### config.mk
export PLATFORM = sky130hd
export DESIGN_NAME = instr_fetch_queue
export DESIGN_NICKNAME = d
export VERILOG_FILES = /design/src/rtl/instr_fetch_queue.sv
export SDC_FILE = /design/constraint.sdc
export NUM_CORES = 1
export LEC_CHECK = 0
export CAP_MARGIN = 30
export CORE_AREA = 3 3 139 175
export CTS_CLUSTER_SIZE = 12
export DETAILED_ROUTE_END_ITERATION = 16
export DIE_AREA = 0 0 142 178
export PLACE_DENSITY = 0.79
export SLEW_MARGIN = 20
export SYNTH_ARGS = -nofsm -noshare
export SYNTH_HDL_FRONTEND = slang
export SYNTH_SLANG_ARGS = --single-unit
### constraint.sdc
create_clock -name clk -period 10.5 [get_ports clk]
set_input_delay 1.05 -clock clk [delete_from_list [all_inputs] [get_ports clk]]
set_output_delay 1.05 -clock clk [all_outputs]
set_load 0.1 [all_outputs]
### src/rtl/instr_fetch_queue.sv
// instr_fetch_queue: sequential instruction fetcher with a small PC-tagged
// FIFO feeding a valid/ready decode stage. One memory request is in flight
// at a time. A redirect flushes the queue and restarts fetch at the target.
// Optional build macro IFQ_PERF_EN adds saturating fetch/drop counters.
module instr_fetch_queue #(
  parameter int          DEPTH    = 4,
  parameter logic [31:0] RESET_PC = 32'h0000_0000
) (
  input  logic        clk,
  input  logic        reset,
  output logic        mem_req,
  output logic [31:0] mem_addr,
  input  logic        mem_ack,
  input  logic [31:0] mem_rdata,
  input  logic        redirect,
  input  logic [31:0] redirect_pc,
  output logic        instr_valid,
  output logic [31:0] instr,
  output logic [31:0] instr_pc,
  input  logic        instr_ready
`ifdef IFQ_PERF_EN
  ,
  output logic [15:0] perf_fetch_cnt,
  output logic [15:0] perf_drop_cnt
`endif
);

  localparam int PTR_W = $clog2(DEPTH);
  localparam logic [PTR_W:0] FULL_CNT = (PTR_W + 1)'(DEPTH);

  typedef enum logic [1:0] {S_IDLE, S_WAIT, S_DROP} state_t;

  state_t           r_state;
  logic [31:0]      r_fetch_pc;
  logic [31:0]      r_req_addr;
  logic [31:0]      r_q_instr [DEPTH];
  logic [31:0]      r_q_pc    [DEPTH];
  logic [PTR_W-1:0] r_head;
  logic [PTR_W-1:0] r_tail;
  logic [PTR_W:0]   r_count;

  logic        w_issue;
  logic        w_enq;
  logic        w_deq;
  logic        w_drop;
  logic [31:0] w_redirect_pc;
  logic [1:0]  w_unused_pc_lsb;

  // Saturating 16-bit increment for the event counters.
  function automatic logic [15:0] sat_inc16(input logic [15:0] v);
    return (v == 16'hFFFF) ? v : v + 16'd1;
  endfunction

  // Redirect targets are always word aligned; the low bits are dropped.
  assign w_redirect_pc   = {redirect_pc[31:2], 2'b00};
  assign w_unused_pc_lsb = redirect_pc[1:0];

  // A new request is only launched when a queue slot is guaranteed free,
  // so the queue can never overflow.
  assign w_issue = (r_state == S_IDLE) && !reset && !redirect && (r_count < FULL_CNT);

  // Once issued, the request must be held until the memory acks it, even
  // if the stream it belongs to has been abandoned (DROP).
  assign mem_req  = w_issue || (r_state == S_WAIT) || (r_state == S_DROP);
  assign mem_addr = (r_state == S_IDLE) ? r_fetch_pc : r_req_addr;

  assign w_enq  = mem_ack && !redirect && (w_issue || (r_state == S_WAIT));
  assign w_deq  = instr_valid && instr_ready && !redirect;
  assign w_drop = mem_ack && ((r_state == S_DROP) || ((r_state == S_WAIT) && redirect));

  // Head outputs read as zero while the queue is empty.
  assign instr_valid = (r_count != '0);
  assign instr       = instr_valid ? r_q_instr[r_head] : 32'h0;
  assign instr_pc    = instr_valid ? r_q_pc[r_head]    : 32'h0;

  // Fetch FSM: IDLE launches requests, WAIT holds one, DROP retires a stale one.
  always_ff @(posedge clk) begin
    if (reset) begin
      r_state    <= S_IDLE;
      r_fetch_pc <= RESET_PC;
    end else begin
      case (r_state)
        S_IDLE: begin
          if (redirect) begin
            r_fetch_pc <= w_redirect_pc;
          end else if (w_issue) begin
            if (mem_ack) begin
              r_fetch_pc <= r_fetch_pc + 32'd4;
            end else begin
              r_req_addr <= r_fetch_pc;
              r_state    <= S_WAIT;
            end
          end
        end
        S_WAIT: begin
          if (redirect) begin
            r_fetch_pc <= w_redirect_pc;
            r_state    <= mem_ack ? S_IDLE : S_DROP;
          end else if (mem_ack) begin
            r_fetch_pc <= r_fetch_pc + 32'd4;
            r_state    <= S_IDLE;
          end
        end
        S_DROP: begin
          if (redirect) begin
            r_fetch_pc <= w_redirect_pc;
          end
          if (mem_ack) begin
            r_state <= S_IDLE;
          end
        end
        default: r_state <= S_IDLE;
      endcase
    end
  end

  // Queue pointers and occupancy; a redirect flushes ahead of any enq/deq.
  always_ff @(posedge clk) begin
    if (reset || redirect) begin
      r_head  <= '0;
      r_tail  <= '0;
      r_count <= '0;
    end else begin
      if (w_enq) begin
        r_tail <= r_tail + 1'b1;
      end
      if (w_deq) begin
        r_head <= r_head + 1'b1;
      end
      case ({w_enq, w_deq})
        2'b10:   r_count <= r_count + 1'b1;
        2'b01:   r_count <= r_count - 1'b1;
        default: r_count <= r_count;
      endcase
    end
  end

  // Queue storage: instruction word tagged with the address it came from.
  always_ff @(posedge clk) begin
    if (w_enq) begin
      r_q_instr[r_tail] <= mem_rdata;
      r_q_pc[r_tail]    <= mem_addr;
    end
  end

`ifdef IFQ_PERF_EN
  logic [15:0] r_perf_fetch;
  logic [15:0] r_perf_drop;

  // Event counters: enqueued words and responses thrown away after a redirect.
  always_ff @(posedge clk) begin
    if (reset) begin
      r_perf_fetch <= 16'h0;
      r_perf_drop  <= 16'h0;
    end else begin
      if (w_enq) begin
        r_perf_fetch <= sat_inc16(r_perf_fetch);
      end
      if (w_drop) begin
        r_perf_drop <= sat_inc16(r_perf_drop);
      end
    end
  end

  assign perf_fetch_cnt = r_perf_fetch;
  assign perf_drop_cnt  = r_perf_drop;
`else
  logic w_unused_drop;
  assign w_unused_drop = w_drop;
`endif

endmodule

After elaboration in Yosys (flattened, before gate mapping)
Memories as Yosys holds them, arrays and structs flattened. A register that Yosys moved wholly into a read port is not among the register bits.
Index checks and enable logic that the tools add are counted.
{"block": "word_totals", "regBits": 73, "mem_bits_rw": 256, "memories": 2, "in_bits": 69, "out_inout_bits": 98, "word_cells": 68}
{"block": "op_classes", "eq_ne": 9, "reduce_logical": 19, "n_lt_le_gt_ge": 1, "mux": 23, "n_addsub": 5, "n_bitwise": 3}
{"memory": "r_q_instr", "depth": 4, "width": 32, "rd": 1, "rd_ports_with_merged_regs": 1, "wr": 1, "line": "36", "text": "logic [31:0] r_q_instr [DEPTH];"}
{"memory": "r_q_pc", "depth": 4, "width": 32, "rd": 1, "rd_ports_with_merged_regs": 1, "wr": 1, "line": "37", "text": "logic [31:0] r_q_pc [DEPTH];"}
{"cell": "two-way mux 32 bit", "n": 8}
{"cell": "case mux 32 bit (3 select lines)", "n": 1}
{"cell": "adder 32 x 3 -> 32 bit (second input constant)", "n": 1}
{"cell": "two-way mux 2 bit", "n": 10}
{"cell": "!= test 2 bit (second input constant)", "n": 4}
{"cell": "logical AND 1 bit", "n": 7}
{"cell": "case mux 2 bit (3 select lines)", "n": 1}
{"cell": "case mux 3 bit (2 select lines)", "n": 1}
{"cell": "AND reduction 3 bit", "n": 2}
{"cell": "nonzero test 3 bit", "n": 2}
{"cell": "AND reduction 5 bit", "n": 1}
{"cell": "adder 2 x 1 -> 2 bit (second input constant)", "n": 2}
{"cell": "== test 2 x 1 -> 1 bit (second input constant)", "n": 2}
{"cell": "== test 2 bit (second input constant)", "n": 2}
{"cell": "adder 3 x 1 -> 3 bit (second input constant)", "n": 1}
{"cell": "logical OR 1 bit", "n": 3}
{"cell": "less-than comparator 3 bit (second input constant)", "n": 1}
{"cell": "!= test 3 bit (second input constant)", "n": 1}
{"cell": "NOT 1 bit", "n": 3}
{"cell": "subtractor 3 x 1 -> 3 bit (second input constant)", "n": 1}
{"cell": "logical NOT 1 bit", "n": 2}
{"cell": "logical NOT 2 bit", "n": 1}
{"cell": "two-way mux 1 bit", "n": 2}
{"cell": "nonzero test 2 bit", "n": 1}

Depth between registers and ports, before layout
Gate-level depths: netlist of run 1.
{"block": "logic_depth", "ltp_word": 8, "depth_mapped": 10, "ltp_nobuf": 9}

Least setup slack after synthesis of run 1
Ideal clock, no wire load.
{"block": "synth_timing", "path_kind": "input -> register", "start": "input redirect", "end": "register r_req_addr[10] (enable)", "cell_stages": 4, "arrival_time_ns": 4.914, "t_required_ns": 9.995, "setup_slack_ns": 5.081, "setup_time_ns": 0.505, "n_path_buf": 2, "path_cell_list": "buf_2 > or2_2 > clkbuf_1 > nor4b_1"}
{"block": "synth_between", "elab_chain_len": 4, "elab_cells_between_ends": 5, "classes_between": "bitwise (1); reduce/logical (4)"}
{"item": "start, declared", "line": "15", "text": "input logic redirect,"}
{"item": "logical NOT 1 bit", "line": "60", "text": "assign w_issue = (r_state == S_IDLE) && !reset && !redirect && (r_count < FULL_CNT);"}
{"item": "logical AND 1 bit (2 in series)", "line": "60"}
{"item": "AND reduction 5 bit (no source line) (*)"}
{"item": "end signal, assigned", "line": "90", "text": "r_req_addr <= r_fetch_pc;"}
{"item": "end, declared", "line": "35", "text": "logic [31:0] r_req_addr;"}
Every way passes the cells marked *; elsewhere a longest branch is shown, timed or not.
A chain may end at the register's enable or synchronous reset.

Worst setup path in the final report of run 1
{"block": "layout_timing", "start": "input redirect", "end": "output mem_req"}
{"block": "layout_between", "elab_chain_len": 5}
{"item": "logical NOT 1 bit", "line": "60"}
{"item": "logical AND 1 bit (2 in series)", "line": "60"}
{"item": "logical OR 1 bit (2 in series)", "line": "64", "text": "assign mem_req = w_issue || (r_state == S_WAIT) || (r_state == S_DROP);"}
{"item": "end, declared", "line": "11", "text": "output logic mem_req,"}
Every way passes these cells.

==> results of run 1 <==
-- worst max-delay path, delay by kind of cell --
| kind | cells | cell delay (ps) |
|---|---|---|
| compound gates | 2 | 300 |
| buf+inv | 2 | 1860 |
| simple gates | 1 | 550 |
-- kinds of logic after synthesis --
group	count (synthesis)	share of synthesized area (%)
and+or+nand+nor	197	8.645
AOI/OAI and AO/OA	109	5.428
adders and majority gates	7	0.7212
other	1	0.02844
DFF	319	69.54
xor gates and xnor gates	5	0.3322
muxes	95	13.40
buffers and inverters	57	1.907
-- synth_stat cells, types with 3 or more instances --
| cell | number |
|---|---|
| sky130_fd_sc_hd__mux4_2 | 62 |
| sky130_fd_sc_hd__or3_1 | 9 |
| sky130_fd_sc_hd__nor2_1 | 25 |
| sky130_fd_sc_hd__o22ai_1 | 4 |
| sky130_fd_sc_hd__dfxtp_1 | 41 |
| sky130_fd_sc_hd__buf_2 | 12 |
| sky130_fd_sc_hd__nor3_4 | 3 |
| sky130_fd_sc_hd__nor2b_1 | 65 |
| sky130_fd_sc_hd__a22oi_1 | 6 |
| sky130_fd_sc_hd__o31ai_1 | 9 |
| sky130_fd_sc_hd__buf_4 | 4 |
| sky130_fd_sc_hd__a211oi_1 | 8 |
| sky130_fd_sc_hd__mux2_2 | 32 |
| sky130_fd_sc_hd__edfxtp_1 | 278 |
| sky130_fd_sc_hd__and3_1 | 3 |
| sky130_fd_sc_hd__nor3_1 | 7 |
| sky130_fd_sc_hd__and4_1 | 3 |
| sky130_fd_sc_hd__and2_1 | 4 |
| sky130_fd_sc_hd__o21ai_0 | 23 |
| sky130_fd_sc_hd__nand2_1 | 31 |
| sky130_fd_sc_hd__nand3_1 | 15 |
| sky130_fd_sc_hd__a21oi_1 | 27 |
| sky130_fd_sc_hd__a31oi_1 | 4 |
| sky130_fd_sc_hd__clkbuf_1 | 29 |
| sky130_fd_sc_hd__a311oi_1 | 4 |
| sky130_fd_sc_hd__nand2b_1 | 4 |
| sky130_fd_sc_hd__inv_1 | 6 |
| sky130_fd_sc_hd__buf_1 | 4 |
| sky130_fd_sc_hd__xor2_1 | 3 |
| sky130_fd_sc_hd__nand4_1 | 10 |
| sky130_fd_sc_hd__ha_1 | 6 |
-- worst paths after layout --
check        slack [ps]           start             end
max                5680        redirect         mem_req
max reg2reg        8020      r_state[1]  r_fetch_pc[23]
min                 530  r_fetch_pc[16]  r_req_addr[16]
min reg2reg         530  r_fetch_pc[16]  r_req_addr[16]
-- flip-flops by register name, indices dropped and copies added, names as in the netlist, named ones only --
signal and count:
r_state 2, r_count 3, r_fetch_pc 30, r_head 2, r_req_addr 30, r_tail 2
r_q_pc 120, r_q_instr 128
-- routing by layer --
layer	up-vias	global-route usage, %	wire length [um]
met5	-	0	0
met2	252	36.85	14040
met4	0	5.800	632
li1	3434	-	-
met3	45	3.298	1339
met1	3780	28.41	10800
-- cell type report --
type | instances | area (um^2) | share of cell area (%)
Clock buffer | 55 | 885.9 | 5.533
Clock inverter | 3 | 17.52 | 0.1094
Inverter | 7 | 26.28 | 0.1641
Multi-Input combinational cell | 417 | 3806 | 23.77
Sequential cell | 319 | 9176 | 57.31
Tap cell | 288 | 360.3 | 2.251
Timing Repair Buffer | 173 | 1739 | 10.86
-- cell usage in the layout, fill, tap and decap left out, drive strengths merged, types with 4 or more instances in the layout --
cell type | synthesis | layout
clkbuf | 29 | 55
o31ai | 9 | 9
nand2 | 31 | 31
mux4 | 62 | 62
nand3 | 17 | 17
nor3 | 10 | 10
o22ai | 4 | 4
a22oi | 6 | 6
a211oi | 8 | 8
edfxtp | 278 | 278
mux2 | 32 | 32
nor2 | 26 | 26
a311oi | 4 | 4
and2 | 4 | 4
clkdlybuf4s50 | 0 | 160
or2 | 4 | 4
a31oi | 4 | 4
buf | 21 | 13
a21oi | 27 | 27
inv | 7 | 8
o21ai | 24 | 24
dfxtp | 41 | 41
nand4 | 11 | 11
nand2b | 4 | 4
nor2b | 65 | 65
or3 | 9 | 9
ha | 6 | 6
conb | 1 | 4
-- through the flow --
stage	hold slack (ps)	utilization [%]	worst slack [ps]	area, um^2	total power, mW
floorplan	406.4	-	5081	13200	1.654
global placement	492.3	65.75	5660	15050	1.737
detailed placement	510.6	65.93	5661	15090	1.745
CTS	523.8	69.88	5568	15990	2.739
global route	532.5	69.97	5429	16010	2.807
finish	525.1	69.97	5676	16010	2.714
-- power by group through the flow --
stage               Clock [mW]  Combinational [mW]  Sequential, mW
finish                   0.996               0.288            1.43
global route              1.07               0.303            1.43
floorplan                    0               0.204            1.45
detailed placement           0               0.289            1.46
global placement             0               0.283            1.45
CTS                       1.02               0.290            1.43
==> run metrics, run 1 <==
result of the run=completed; delay of the slowest critical-path stage=1140 ps; Final period util=45.94%; residual antenna-violating net count after detailed routing=0; critical path capture point type=output pin; cells on worst reg2reg path=6; number of setup buffers added after CTS=0; clock power share=36.7%; commonest register cell after synthesis=sky130_fd_sc_hd__edfxtp_1; number of synthesized flops with an enable pin=278; cell at the root of the clock tree=sky130_fd_sc_hd__clkbuf_16; number of gates resized after CTS=0; sequential cell area fraction in the yosys report=69.54%; antenna violations before repair=0; dominant cells by area after synthesis=sky130_fd_sc_hd__edfxtp_1 63%, sky130_fd_sc_hd__mux4_2 11%, sky130_fd_sc_hd__dfxtp_1 6.2%, sky130_fd_sc_hd__nor2b_1 3.1%, sky130_fd_sc_hd__mux2_2 2.7%; Max Clock Skew=15.30 ps; Cell Rows=62; critical setup path kind=in2out; Hold Path Depth=0; Final Instance Count excl. Fillers=1262; power spent charging and discharging nets=0.6492 mW; Logic pwr share=10.6%; filler instances=1564; cell area after synthesis=0.01319 mm^2; overflow left after global routing=0; port bufs=160; proportion of total power due to net switching=23.92%; internal portion of total power=2.065 mW; leak pwr=5.040 nW; required arrival time at the worst endpoint=9450 ps; depth of the CTS H-tree=1; Fmax achieved=0.2073 GHz; antenna cell count=0; placed instance count=1203; Worst-Skew Late Latency=550 ps; Die Wd=142 um; via count of the first global-routing pass=7717; layout overhead on the synthesized area=21.44%; core area=0.02288 mm^2; critical-path maximum fanout=18; I/O pin count=167; Synth Warn #=0; transition time at the pin with the least slew margin=1053 ps; number of synthesized register bits=319; Wirelength per Cell=21.25 um; average instance area after synthesis=16.69 um^2; total via count after detailed routing=7511; RSZ-0062 raised after global routing=false; max-slew headroom at the worst pin=29.58%; Clock Sink Count=319; clock tree from TritonCTS=built; worst voltage drop across the vdd grid=0.1266 mV; full die area=0.02528 mm^2; NumNets Final=1025; largest area contributor in the netlist=sky130_fd_sc_hd__edfxtp_1; power share of the sequential group=52.7%; largest net degree at the start of global routing=64; critical path's most frequent cell=sky130_fd_sc_hd__clkdlybuf4s50_1; final-report max-slew violation count=0; post-detailed-placement half-perimeter wirelength=16160 um; max-cap check violation count=0; CP arrival=3770 ps; post-layout minimum cycle time=4824 ps; number of DRC violations after detailed routing=0; CTS Buf Count=31; post-synthesis cell type count=69; Gate Count Post-Synth=790; total power per unit cell area=169.5 mW/mm^2; Post-Route WL=26820 um; detailed-routing iteration count for the pre-antenna-repair pass=5; fraction of registers with async set or reset after synthesis=0%; final-report setup violation count=0; count of final hold-check violations=0; CTS clk-pin slew, worst paths=60 ps; Total GRT Usage=21.31%; category of the worst setup path launch point=input port; number of hold buffers added after CTS=0; Hold/Removal Path Class=reg2reg; first-pass GRT wire length=42280 um; accumulated negative setup slack=0 ps; number of buffers on the longest clock path=3; starting DRC count in detailed routing=666; share of post-route cells with drive strength above 1=17.15%; Avg Vias per Cell=5.952; cell breakdown of the critical path=clkdlybuf4s50_1 > or2_2 > o21a_1 > a21oi_1 > clkdlybuf4s50_1; Vert. Die Dim=178 um; slowest stage cell, crit path=sky130_fd_sc_hd__clkdlybuf4s50_1; initial core utilization=57.62%; top-area cell type share of the netlist area=63.31%; weighted congestion at the end of routability-driven global placement=0.8851
No activity file was read; power rests on OpenSTA's default activity.
==> inputs of run 2 (changes only) <==
Settings changed: CORE_AREA 3 3 139 175 to 3 3 150 188, DIE_AREA 0 0 142 178 to 0 0 153 191, PLACE_DENSITY 0.79 to 0.72.
Clock period 10.5 ns to 3.9 ns, I/O delays scaled along.
==> run 2 against run 1 <==
Net effect:
- clock skew down 5.9 ps
- sequential cell count did not move
- worst setup slack got worse by 4800 ps
- via count is 0.35% lower
- critical path depth is 1 lower
- non-clock buffer count up 6
- largest cell class unchanged
- highest routed layer unchanged
==> run metrics, run 2 (synthesis gave the netlist of run 1 again) <==
result of the run=completed (unchanged); Buffers & Inverters on Critical Path=2 (unchanged); max-slew headroom at the worst pin=34.90% (was 29.58%); critical-path maximum fanout=39 (was 18); critical setup path kind=reg2out (was in2out); residual antenna-violating net count after detailed routing=0 (unchanged); Cell Rows=67 (was 62); Die Wd=153 um (was 142 um); full die area=0.02922 mm^2 (was 0.02528 mm^2); depth of the CTS H-tree=1 (unchanged); via count of the first global-routing pass=7641 (was 7717); commonest cells after routing, fill and taps aside=278 x sky130_fd_sc_hd__edfxtp_1, 104 x sky130_fd_sc_hd__buf_4, 67 x sky130_fd_sc_hd__clkdlybuf4s50_1, 65 x sky130_fd_sc_hd__nor2b_1, 62 x sky130_fd_sc_hd__mux4_2 (was 278 x sky130_fd_sc_hd__edfxtp_1, 160 x sky130_fd_sc_hd__clkdlybuf4s50_1, 65 x sky130_fd_sc_hd__nor2b_1, 62 x sky130_fd_sc_hd__mux4_2, 39 x sky130_fd_sc_hd__dfxtp_1); final-report max-slew violation count=0 (unchanged); required arrival time at the worst endpoint=3510 ps (was 9450 ps); hold path startpoint=redirect_pc[3] (was r_fetch_pc[16]); Clock Sink Count=319 (unchanged); cells on worst reg2reg path=8 (was 6); overflow left after global routing=0 (unchanged); leak pwr=5.260 nW (was 5.040 nW); worst voltage drop across the vdd grid=0.3030 mV (was 0.1266 mV); initial core utilization=49.31% (was 57.62%); number of buffers on the longest clock path=3 (unchanged); reg-to-reg setup timing slack=1530 ps (was 8020 ps); clock tree from TritonCTS=built (unchanged); critical path capture point type=output pin (unchanged); Max Clock Skew=9.390 ps (was 15.30 ps); port bufs=160 (unchanged); largest net degree at the start of global routing=63 (was 64); Biggest register=r_q_instr (unchanged); Fmax achieved=0.3285 GHz; hold path endpoint=r_fetch_pc[3] (was r_req_addr[16]); transition time at the pin with the least slew margin=973.5 ps (was 1053 ps); Total GRT Usage=19.16% (was 21.31%); total power per unit cell area=457.1 mW/mm^2 (was 169.5 mW/mm^2); Hold/Removal Path Class=in2reg (was reg2reg); antenna violations before repair=0 (unchanged); Worst path top cell family by delay=flip-flops (was buffers and inverters); Logic pwr share=10.5% (was 10.6%); detailed-routing iteration count for the pre-antenna-repair pass=5 (unchanged); CP arrival=2650 ps (was 3770 ps); count of final hold-check violations=0 (unchanged); RSZ-0062 raised after global routing=false (unchanged); share of post-route cells with drive strength above 1=27.14% (was 17.15%); cell at the root of the clock tree=sky130_fd_sc_hd__clkbuf_16 (unchanged); Vert. Die Dim=191 um (was 178 um); core area=0.02674 mm^2 (was 0.02288 mm^2); final core area utilization=59.63% (was 69.97%); CTS clk-pin slew, worst paths=60 ps (about the same); internal portion of total power=5.529 mW (was 2.065 mW); cell breakdown of the critical path=buf_12 > mux4_2 > nor2b_1 > buf_4 (was clkdlybuf4s50_1 > or2_2 > o21a_1 > a21oi_1 > clkdlybuf4s50_1); post-layout minimum cycle time=3044 ps; max-cap check violation count=0 (unchanged); I/O pin count=167 (unchanged); delay of the slowest critical-path stage=680 ps (was 1140 ps); first-pass GRT wire length=44140 um (was 42280 um); startpoint of the most critical register-to-register path=r_count[2] (was r_state[1]); proportion of total power due to net switching=24.14% (was 23.92%); post-place setup slack=905.4 ps (was 5661 ps); number of hold buffers added after CTS=0 (unchanged); NumNets Final=1031 (was 1025); Final period util=78.05%; number of DRC violations after detailed routing=0 (unchanged); Avg Vias per Cell=5.649 (was 5.952); most common cell after layout, fill and taps aside=sky130_fd_sc_hd__edfxtp_1 (unchanged); clock power share=36.7% (about the same); number of gates resized after CTS=0 (unchanged); power spent charging and discharging nets=1.760 mW (was 0.6492 mW); total via count after detailed routing=7485 (was 7511); worst path setup slack after routing=856.2 ps (was 5676 ps); worst reg2reg endpoint=r_count[2] (was r_fetch_pc[23]); antenna cell count=0 (unchanged); Worst-Skew Late Latency=540 ps (was 550 ps); Post-Route WL=28020 um (was 26820 um); CTS Buf Count=31 (unchanged); final-report setup violation count=0 (unchanged); category of the worst setup path launch point=flip-flop (was input port); post-detailed-placement half-perimeter wirelength=17150 um (was 16160 um); weighted congestion at the end of routability-driven global placement=0.8403 (was 0.8851); layout overhead on the synthesized area=20.93% (was 21.44%); power share of the sequential group=52.8% (was 52.7%); leading registers by flop count=r_q_instr (128), r_q_pc (120) (unchanged); accumulated negative setup slack=0 ps (unchanged); starting DRC count in detailed routing=577 (was 666); Hold Path Depth=3 (was 0); slowest stage cell, crit path=sky130_fd_sc_hd__dfxtp_4 (was sky130_fd_sc_hd__clkdlybuf4s50_1); number of setup buffers added after CTS=0 (unchanged); overall power of the completed layout=7.289 mW (was 2.714 mW); Wirelength per Cell=21.15 um (was 21.25 um); flip-flop count of the largest register after layout=128 (unchanged)
==> run 2: cell types whose count changed in the layout (fill, tap and decap cells not counted) <==
| cell | before | now |
|---|---|---|
| sky130_fd_sc_hd__clkbuf_8 | 2 | 1 |
| sky130_fd_sc_hd__clkdlybuf4s50_1 | 160 | 67 |
| sky130_fd_sc_hd__clkbuf_1 | 22 | 23 |
| sky130_fd_sc_hd__buf_4 | 10 | 104 |
| sky130_fd_sc_hd__buf_16 | 1 | 0 |
| sky130_fd_sc_hd__clkinv_1 | 1 | 0 |
| sky130_fd_sc_hd__buf_8 | 1 | 2 |
| sky130_fd_sc_hd__clkinv_2 | 1 | 2 |
| sky130_fd_sc_hd__nor4b_2 | 1 | 0 |
| sky130_fd_sc_hd__buf_12 | 1 | 6 |
| sky130_fd_sc_hd__nor4b_4 | 0 | 1 |
==> run 2: final cells by class <==
class	instances	area (um^2)
Fill cell	2026	10800
Sequential cell	319	9176
Multi-Input combinational cell	417	3815
Timing Repair Buffer	179	1602
Clock buffer	55	875.8
Tap cell	345	431.7
Inverter	7	26.28
Clock inverter	3	18.77
==> run 2: power groups by stage <==
stage	Sequential [mW]	Clock, mW	Combinational (mW)
after floorplan	3.91	0	0.549
after global placement	3.92	0	0.760
after detailed placement	3.92	0	0.769
after CTS	3.85	2.74	0.771
after global routing	3.86	2.88	0.810
final	3.85	2.67	0.768
==> run 2: how the worst max path moves through the flow <==
stage                   start              to  slack (ps)  depth (start not counted)
floorplan            redirect  r_req_addr[10]         630                          4
global placement     redirect      r_count[2]         910                          8
detailed placement   redirect      r_count[2]         910                          8
CTS                 flip-flop       instr[16]         750                          4
global route        flip-flop    instr_pc[15]         640                          4
finish              flip-flop    instr_pc[15]         860                          4
==> run 2: routing by layer <==
metal,global-route usage (%),part of all wire [%],up-vias
met1,26.33,42,3766
met3,2.536,5.0,36
met2,33.12,51,239
met4,4.388,1.7,0
li1,-,-,3444
met5,0,0,-
==> run 2: worst register-to-register path, cell delays in order (launching register included) <==
cell and delay [ps]:
sky130_fd_sc_hd__dfxtp_1 500, sky130_fd_sc_hd__nor3_2 130, sky130_fd_sc_hd__nor3b_1 380, sky130_fd_sc_hd__ha_1 270, sky130_fd_sc_hd__inv_1 60, sky130_fd_sc_hd__fa_1 370, sky130_fd_sc_hd__xor2_1 150, sky130_fd_sc_hd__or3_1 310
sky130_fd_sc_hd__a21oi_1 140
==> run 2: stage by stage <==
stage | hold slack (ps) | cells | instance area, um^2
2_1_floorplan | 406.4 | 793 | 13200
3_3_place_gp | 488.4 | 1265 | 15020
3_5_place_dp | 493.6 | 1266 | 15040
4_1_cts | 400.0 | 1324 | 15930
5_1_grt | 439.6 | 1325 | 15950
6_report | 424.4 | 1325 | 15950
==> inputs of run 3 (changes only) <==
Clock period 3.9 ns to 2.6 ns, I/O delays scaled along.
==> run 3 against run 2 <==
Net effect:
- sequential power rose by 50%
- clock power rose by 52%
- non-clock buffer count rose by 11
- critical endpoint is now instr[30]
==> run metrics, run 3 (synthesis gave the netlist of run 1 again) <==
antenna cell count=0 (unchanged); hold path startpoint=redirect_pc[3] (unchanged); CTS clk-pin slew, worst paths=60 ps (about the same); overall power of the completed layout=11.21 mW (was 7.289 mW); reg-to-reg setup timing slack=330 ps (was 1530 ps); total power per unit cell area=644.0 mW/mm^2 (was 457.1 mW/mm^2); CTS Buf Count=31 (unchanged); worst path setup slack after routing=124.2 ps (was 856.2 ps); critical-path maximum fanout=26 (was 39); commonest cells after routing, fill and taps aside=278 x sky130_fd_sc_hd__edfxtp_1, 103 x sky130_fd_sc_hd__buf_12, 66 x sky130_fd_sc_hd__clkdlybuf4s50_1, 62 x sky130_fd_sc_hd__mux4_2, 60 x sky130_fd_sc_hd__nor2b_2 (was 278 x sky130_fd_sc_hd__edfxtp_1, 104 x sky130_fd_sc_hd__buf_4, 67 x sky130_fd_sc_hd__clkdlybuf4s50_1, 65 x sky130_fd_sc_hd__nor2b_1, 62 x sky130_fd_sc_hd__mux4_2); full die area=0.02922 mm^2 (unchanged); max-cap check violation count=0 (unchanged); Vert. Die Dim=191 um (unchanged); overflow left after global routing=0 (unchanged); most common cell after layout, fill and taps aside=sky130_fd_sc_hd__edfxtp_1 (unchanged); Max Clock Skew=20.48 ps (was 9.390 ps); largest net degree at the start of global routing=64 (was 63); Total GRT Usage=18.68% (was 19.16%); internal portion of total power=8.551 mW (was 5.529 mW); detailed-routing iteration count for the pre-antenna-repair pass=4 (was 5); antenna violations before repair=0 (unchanged); RSZ-0062 raised after global routing=false (unchanged); slowest stage cell, crit path=sky130_fd_sc_hd__dfxtp_4 (unchanged); Hold Path Depth=3 (unchanged); worst voltage drop across the vdd grid=0.5912 mV (was 0.3030 mV); post-detailed-placement half-perimeter wirelength=17420 um (was 17150 um); Buffers & Inverters on Critical Path=2 (unchanged); accumulated negative setup slack=0 ps (unchanged); power share of the sequential group=51.5% (was 52.8%); critical path capture point type=output pin (unchanged); startpoint of the most critical register-to-register path=r_count[2] (unchanged); number of buffers on the longest clock path=3 (unchanged); critical setup path kind=reg2out (unchanged); Biggest register=r_q_instr (unchanged); Die Wd=153 um (unchanged); count of final hold-check violations=0 (unchanged); result of the run=completed (unchanged); Final period util=95.22%; filler instances=1822 (was 2026); share of post-route cells with drive strength above 1=34.14% (was 27.14%); proportion of total power due to net switching=23.70% (was 24.14%); leading registers by flop count=r_q_instr (128), r_q_pc (120) (unchanged); weighted congestion at the end of routability-driven global placement=0.8757 (was 0.8403); Avg Vias per Cell=5.691 (was 5.649); depth of the CTS H-tree=1 (unchanged); worst slack on hold paths=296.8 ps (was 424.4 ps); met1 global-route usage=25.39% (was 26.33%); Worst path top cell family by delay=flip-flops (unchanged); starting DRC count in detailed routing=523 (was 577); post-layout minimum cycle time=2476 ps; number of stages on the worst setup path=4 (unchanged); delay of the slowest critical-path stage=620 ps (was 680 ps); max-slew headroom at the worst pin=35.34% (was 34.90%); Cell Rows=67 (unchanged); leak pwr=5.671 nW (was 5.260 nW); Logic pwr share=12.2% (was 10.5%); post-route design area=0.01740 mm^2 (was 0.01595 mm^2); total via count after detailed routing=7598 (was 7485); Area after DPL=0.01648 mm^2 (was 0.01504 mm^2); global routing usage on met2=33.13% (was 33.12%); I/O pin count=167 (unchanged); initial core utilization=49.31% (unchanged); clock tree from TritonCTS=built (unchanged); transition time at the pin with the least slew margin=969.7 ps (was 973.5 ps); Hold/Removal Path Class=in2reg (unchanged); core area=0.02674 mm^2 (unchanged); category of the worst setup path launch point=flip-flop (unchanged); hold path endpoint=r_fetch_pc[3] (unchanged); area occupied by registers=0.009176 mm^2 (unchanged); CP arrival=2220 ps (was 2650 ps); residual antenna-violating net count after detailed routing=0 (unchanged); worst reg2reg endpoint=r_count[2] (unchanged); Fmax achieved=0.4039 GHz; first-pass GRT wire length=43540 um (was 44140 um); clock power share=36.2% (was 36.7%); routing usage on met3=2.310% (was 2.536%); layout overhead on the synthesized area=31.99% (was 20.93%); NumNets Final=1042 (was 1031); Clock Sink Count=319 (unchanged); Post-Route WL=27560 um (was 28020 um); number of DRC violations after detailed routing=0 (unchanged); Wirelength per Cell=20.64 um (was 21.15 um); required arrival time at the worst endpoint=2340 ps (was 3510 ps); cell at the root of the clock tree=sky130_fd_sc_hd__clkbuf_16 (unchanged); layer with the highest usage after global routing=met2 (unchanged); area of combinational cells with multiple inputs=0.003965 mm^2 (was 0.003815 mm^2); number of hold buffers added after CTS=0 (unchanged); power spent charging and discharging nets=2.656 mW (was 1.760 mW); flip-flop count of the largest register after layout=128 (unchanged); cells on worst reg2reg path=8 (unchanged); post-place setup slack=169.5 ps (was 905.4 ps); cell breakdown of the critical path=buf_4 > mux4_2 > nor2b_2 > buf_12 (was buf_12 > mux4_2 > nor2b_1 > buf_4); port bufs=160 (unchanged); via count of the first global-routing pass=7707 (was 7641); final-report setup violation count=0 (unchanged); Worst-Skew Late Latency=540 ps (about the same); final-report max-slew violation count=0 (unchanged)
==> run 3: cell count changes in the layout (fill, tap and decap cells not counted), moves of 2 or more <==
cell and change:
sky130_fd_sc_hd__clkinv_2 -2, sky130_fd_sc_hd__buf_12 +97, sky130_fd_sc_hd__buf_8 -2, sky130_fd_sc_hd__nor2b_1 -60, sky130_fd_sc_hd__buf_4 -84, sky130_fd_sc_hd__nor2b_2 +60
==> run 3: how the worst max path moves through the flow <==
stage                           to  slack [ps]
detailed placement  r_fetch_pc[15]         170
finish                   instr[30]         120
floorplan                  mem_req      -0.006
global route          instr_pc[10]          30
global placement    r_fetch_pc[18]         240
CTS                      instr[27]          40
==> run 3: cell type report <==
type                    count  share of cell area (%)
clock inverters             1                 0.05033
flip-flops and latches    319                   52.73
inverters                   7                  0.1510
clock buffers              56                   5.234
multi-input cells         417                   22.78
repair buffers            190                   16.57
well taps                 345                   2.480
==> run 3: stage by stage <==
step | instances | util [%]
global route | 1335 | 65.08
finish | 1335 | 65.08
detailed placement | 1278 | 61.62
CTS | 1335 | 65.06
global placement | 1278 | 61.62
floorplan | 793 | -
==> run 3: power by group through the flow <==
| stage | Sequential (mW) | Clock [mW] | Combinational, mW |
|---|---|---|---|
| 6_report | 5.78 | 4.06 | 1.37 |
| 5_1_grt | 5.79 | 4.35 | 1.43 |
| 4_1_cts | 5.77 | 4.15 | 1.38 |
| 3_5_place_dp | 5.88 | 0 | 1.38 |
| 3_3_place_gp | 5.88 | 0 | 1.36 |
| 2_1_floorplan | 5.86 | 0 | 0.837 |
==> run 3: timing repair <==
action                     4_1_cts  5_1_grt
buffers inserted                 0        0
setup endpoints to repair        0       16
gates resized for setup          0        1
==> run 3: per-layer routing <==
metal,up-vias,part of all wire (%)
li1,3467,-
met1,3860,42
met2,244,52
met3,27,5.1
met4,0,1.3
met5,-,0
==> run 3: worst reg2reg max path, delay by kind of cell, from the launching register on <==
family	cells	cell delay (ps)
adder cells (fa/ha/maj)	2	620
buffers and inverters	1	60
XOR/XNOR	1	160
flip-flops	1	500
AO/OA/AOI/OAI	1	150
AND/OR/NAND/NOR	3	710
==> variant 1: new RTL, config.mk and constraints of run 1 <==
Add a define of `IFQ_PERF_EN`.
--- a/src/rtl/instr_fetch_queue.sv
+++ b/src/rtl/instr_fetch_queue.sv
@@ -4,2 +4,4 @@
 // Optional build macro IFQ_PERF_EN adds saturating fetch/drop counters.
+`define IFQ_PERF_EN
+
 module instr_fetch_queue #(
Behaviour (old outputs only; new: perf_drop_cnt and perf_fetch_cnt): no difference found for any inputs over 4 cycles, from zero or initial values and one cycle with reset high; that may be too few to reach the edited logic, so the function may still have changed.
==> variant 1 against run 1 <==
Wire length up 19%; sequential cell count increased by 32; total power is 10% higher; final cell count is 18% higher; design area increased by 13%; worst setup slack got worse by 180 ps; count of clock-buffer cells in the layout grew 7; sequential share of layout area fell by 3.0 points; synthesized area grew 12%; highest routed layer is now met5.
==> variant 1: results <==
[timing]
relSlewSlack_pct = 31.0
skew_ps = 9.63
period_share_pct = 47.7

[detailed_routing]
wl_met1_um = 12400
topRoutingLayerUsed = "met5"
num_vias = 9193
drt_iter0_markers = 699
drtPass1Iterations = 6
wl_per_cell_um = 21.5
wl_met3_um = 2310
finalWirelength_um = 32000
met2_length_um = 16500

[placed_design]
pre_cts_ws_ps = 5550
dp_hpwl_um = 20000
dpl_cell_area_um2 = 17000
portBuffers = 192
dp.cells = 1422
gp_congestion = 0.854

[power_and_ir_drop]
leakage_nw = 5.82
max-vdd-ir-drop_mv = 0.108
p_per_area_nw_per_um2 = 166
p_comb_share_pct = 10.2
switching_share_pct = 23.6
seq_power_share_pct = 52.0
maxPowerGroup = "sequential cells"

[cts]
worst_skew_pair.late_latency_ps = 490
clk_pin_slew_worst_paths_ps = 60
numCtsBuffers = 35
cts_setup_buffers = 0
cts_max_level = 2

[global_routing]
grt_use_met3_pct = 5.10
grt_use_met1_pct = 32.7
use_met2_pct = 44.2
track_usage_pct = 25.4
gr-total-overflow = 0
grt_pass1_wl_um = 50500
grt_max_degree = 66
antenna_found_initial = 1
first_global_vias = 9373

[finish]
reg_top3 = "r_q_instr x128, r_q_pc x120"
layout-drive-gt1-share_pct = 14.1
nets = 1250

[logic_synthesis]
synthTopCellsByCount = "278 x edfxtp_1, 73 x dfxtp_1, 69 x nor2_1"
yosys-top-cells-area = "edfxtp_1 57%, dfxtp_1 9.9%, mux4_2 9.5%, and2_1 2.7%, mux2_2 2.4%"
avgSynthCellArea_um2 = 15.0
synth_ff_type = "edfxtp_1"
yosysUniqueCellTypes = 72
synth-edff-count = 278
synth-seq-area-share_pct = 66.5

[outcome]
run_status = "complete, no violations"

[critical_path]
r2r_cells = 10
r2r_slack_ps = 7780
max_stage_delay_ps = 1160
worstPathArrival_ps = 3950
endpoint = "mem_req"
r2r_end = "r_count[2]$_SDFFE_PP0P_"
critPathMaxFanout = 17
timing.rr.start = "r_count[2]$_SDFFE_PP0P_"
variant 1: changes by cell type after synthesis, moves of 8 or more:
cell	delta
and3_1	+9
nor2b_1	-61
and2_1	+60
nor3_1	+15
dfxtp_1	+32
clkbuf_1	+8
nor4_1	+15
nand4_1	+9
nand3_1	+19
nor2_1	+44
xnor2_1	+22
variant 1: area by class of cell:
class                      instances  area, um^2
sequential                       351        9810
fill                            1336        4810
multi-input combinational        565        4690
timing repair buffer             208        2130
clock buffer                      62        1030
tap                              288         360
inverter                          11        41.3
clock inverter                     1        5.00
antenna                            1        2.50
variant 1: worst min path at each step:
| stage | start | end | slack, ps | cells after the start |
|---|---|---|---|---|
| after floorplan | r_fetch_pc[21]$_SDFFE_PP0P_ | r_req_addr[21]$_DFFE_PP_ | 410 | 0 |
| after global placement | r_count[1]$_SDFFE_PP0P_ | r_count[1]$_SDFFE_PP0P_ | 490 | 2 |
| after detailed placement | perf_drop_cnt[15]$_SDFFE_PP0P_ | perf_drop_cnt[15]$_SDFFE_PP0P_ | 500 | 1 |
| after CTS | perf_drop_cnt[15]$_SDFFE_PP0P_ | perf_drop_cnt[15]$_SDFFE_PP0P_ | 520 | 1 |
| after global routing | r_fetch_pc[29]$_SDFFE_PP0P_ | r_req_addr[29]$_DFFE_PP_ | 540 | 0 |
| final | r_count[1]$_SDFFE_PP0P_ | r_count[1]$_SDFFE_PP0P_ | 520 | 2 |
variant 1: cells by family (layout without fill, tap and decap cells):
group	after synthesis	count (layout)	share of synthesized area (%)
adders and majority gates	9	9	0.814
other	1	5	0.0254
DFF	351	351	66.5
xor gates and xnor gates	28	28	1.66
buffers and inverters	69	282	2.03
AOI/OAI and AO/OA	106	106	4.87
and+or+nand+nor	320	320	12.0
muxes	98	98	12.2
==> variant 2: new RTL, config.mk and constraints of run 1 <==
Without the edit above. The 3 states of `state_t` get a one-hot encoding in 3 bits.
--- a/src/rtl/instr_fetch_queue.sv
+++ b/src/rtl/instr_fetch_queue.sv
@@ -30,3 +30,3 @@
 
-  typedef enum logic [1:0] {S_IDLE, S_WAIT, S_DROP} state_t;
+  typedef enum logic [2:0] {S_IDLE = 3'b001, S_WAIT = 3'b010, S_DROP = 3'b100} state_t;
 
Function: same outputs for any inputs over 4 cycles, from zero or initial values and one cycle with reset high; so few cycles prove little.
==> variant 2 against run 1 <==
Synthesized cell count up 1.0%; clock power decreased by 0.4%; synthesized area shrank 0.26%; global-route usage shrank 0.64 points; sequential cell count up 1; clock skew shrank 5.8 ps; sequential share of layout area is 0.23 points lower; wire length fell by 2.1%; total power is 1.1% lower; design area up 0.62%; worst setup slack better by 230 ps; utilization grew 0.43 points; largest cell class unchanged.
==> variant 2: results <==
[outcome]
run_status = "complete, no violations"

[placed_design]
dp_hpwl_um = 15500
gp_congestion = 0.825
dp.cells = 1210
pre_cts_ws_ps = 6090
dpl_cell_area_um2 = 15100

[cts]
worst_skew_pair.late_latency_ps = 540
cts_max_level = 1
ctsResizeCount = 0
clk_pin_slew_worst_paths_ps = 60
numCtsBuffers = 31

[logic_synthesis]
synthTopCellsByCount = "278 x edfxtp_1, 64 x nor2b_1, 62 x mux4_2"
avgSynthCellArea_um2 = 16.5
syn_area_um2 = 13200
synth-edff-count = 278
yosys-top-cells-area = "edfxtp_1 63%, mux4_2 11%, dfxtp_1 6.4%, nor2b_1 3.0%, mux2_2 2.7%"
yosysUniqueCellTypes = 55
synth-seq-area-share_pct = 69.9

[critical_path]
max_stage_delay_ps = 1020
r2r_end = "r_fetch_pc[25]$_SDFFE_PP0P_"
critPathMaxFanout = 35
worstPathArrival_ps = 3540
r2r_slack_ps = 7280
endpoint = "instr_pc[27]"
timing.rr.start = "r_state[0]$_SDFFE_PP1P_"
r2r_cells = 6
critical_path_class = "flip-flop to output pin"

[finish]
layout-drive-gt1-share_pct = 15.9
syn2layout_area_growth_pct = 22.5
num-fill-cells = 1504
fin_cells = 1274
nets = 1038

[timing]
worst_hold_slack_ps = 514
max_freq_ghz = 0.218
tightest_slew_ps = 1040
skew_ps = 9.49

[detailed_routing]
drt_iter0_markers = 531
wl_per_cell_um = 20.6
wl_met1_um = 11000
avgViaCountPerCell = 5.91
met2_length_um = 13400
wl_met3_um = 1370

[global_routing]
use_met2_pct = 35.6
grt_pass1_wl_um = 41000
track_usage_pct = 20.7
grt_use_met3_pct = 2.74
first_global_vias = 7460
grt_use_met1_pct = 28.2
grt_max_degree = 65

[power_and_ir_drop]
max-vdd-ir-drop_mv = 0.144
leakage_nw = 5.07

[worst_hold_path]
whs_endpoint = "r_req_addr[20]$_DFFE_PP_"
min_from = "r_fetch_pc[20]$_SDFFE_PP0P_"
[variant 2: cell count changes in the layout (fill, tap and decap cells not counted), moves of 5 or more]
cell,before,now
buf_16,1,7
o31a_1,1,6
a21oi_1,27,33
nand2_1,31,26
inv_1,6,19
o32ai_1,1,7
o31ai_1,9,4
[variant 2: layout make-up]
cell class,count,share of cell area [%]
clock inverters,3,0.0699
flip-flops and latches,320,57.1
well taps,288,2.24
repair buffers,176,11.6
multi-input cells,414,23.1
clock buffers,54,5.54
inverters,19,0.443
[variant 2: report_power, final]
part | switching, W | total [W] | internal [W]
clock network | 0.000424 | 0.000992 | 0.000568
logic | 0.000185 | 0.000269 | 0.0000836
registers | 0.0000171 | 0.00142 | 0.00141
[variant 2: kinds of logic after synthesis]
group                    share of synthesized area [%]
AO/OA/AOI/OAI                                     5.19
XOR/XNOR                                         0.333
adder cells (fa/ha/maj)                          0.723
buffers and inverters                             2.16
flip-flops                                        69.9
multiplexers                                      13.3
other                                           0.0285
AND/OR/NAND/NOR                                   8.35
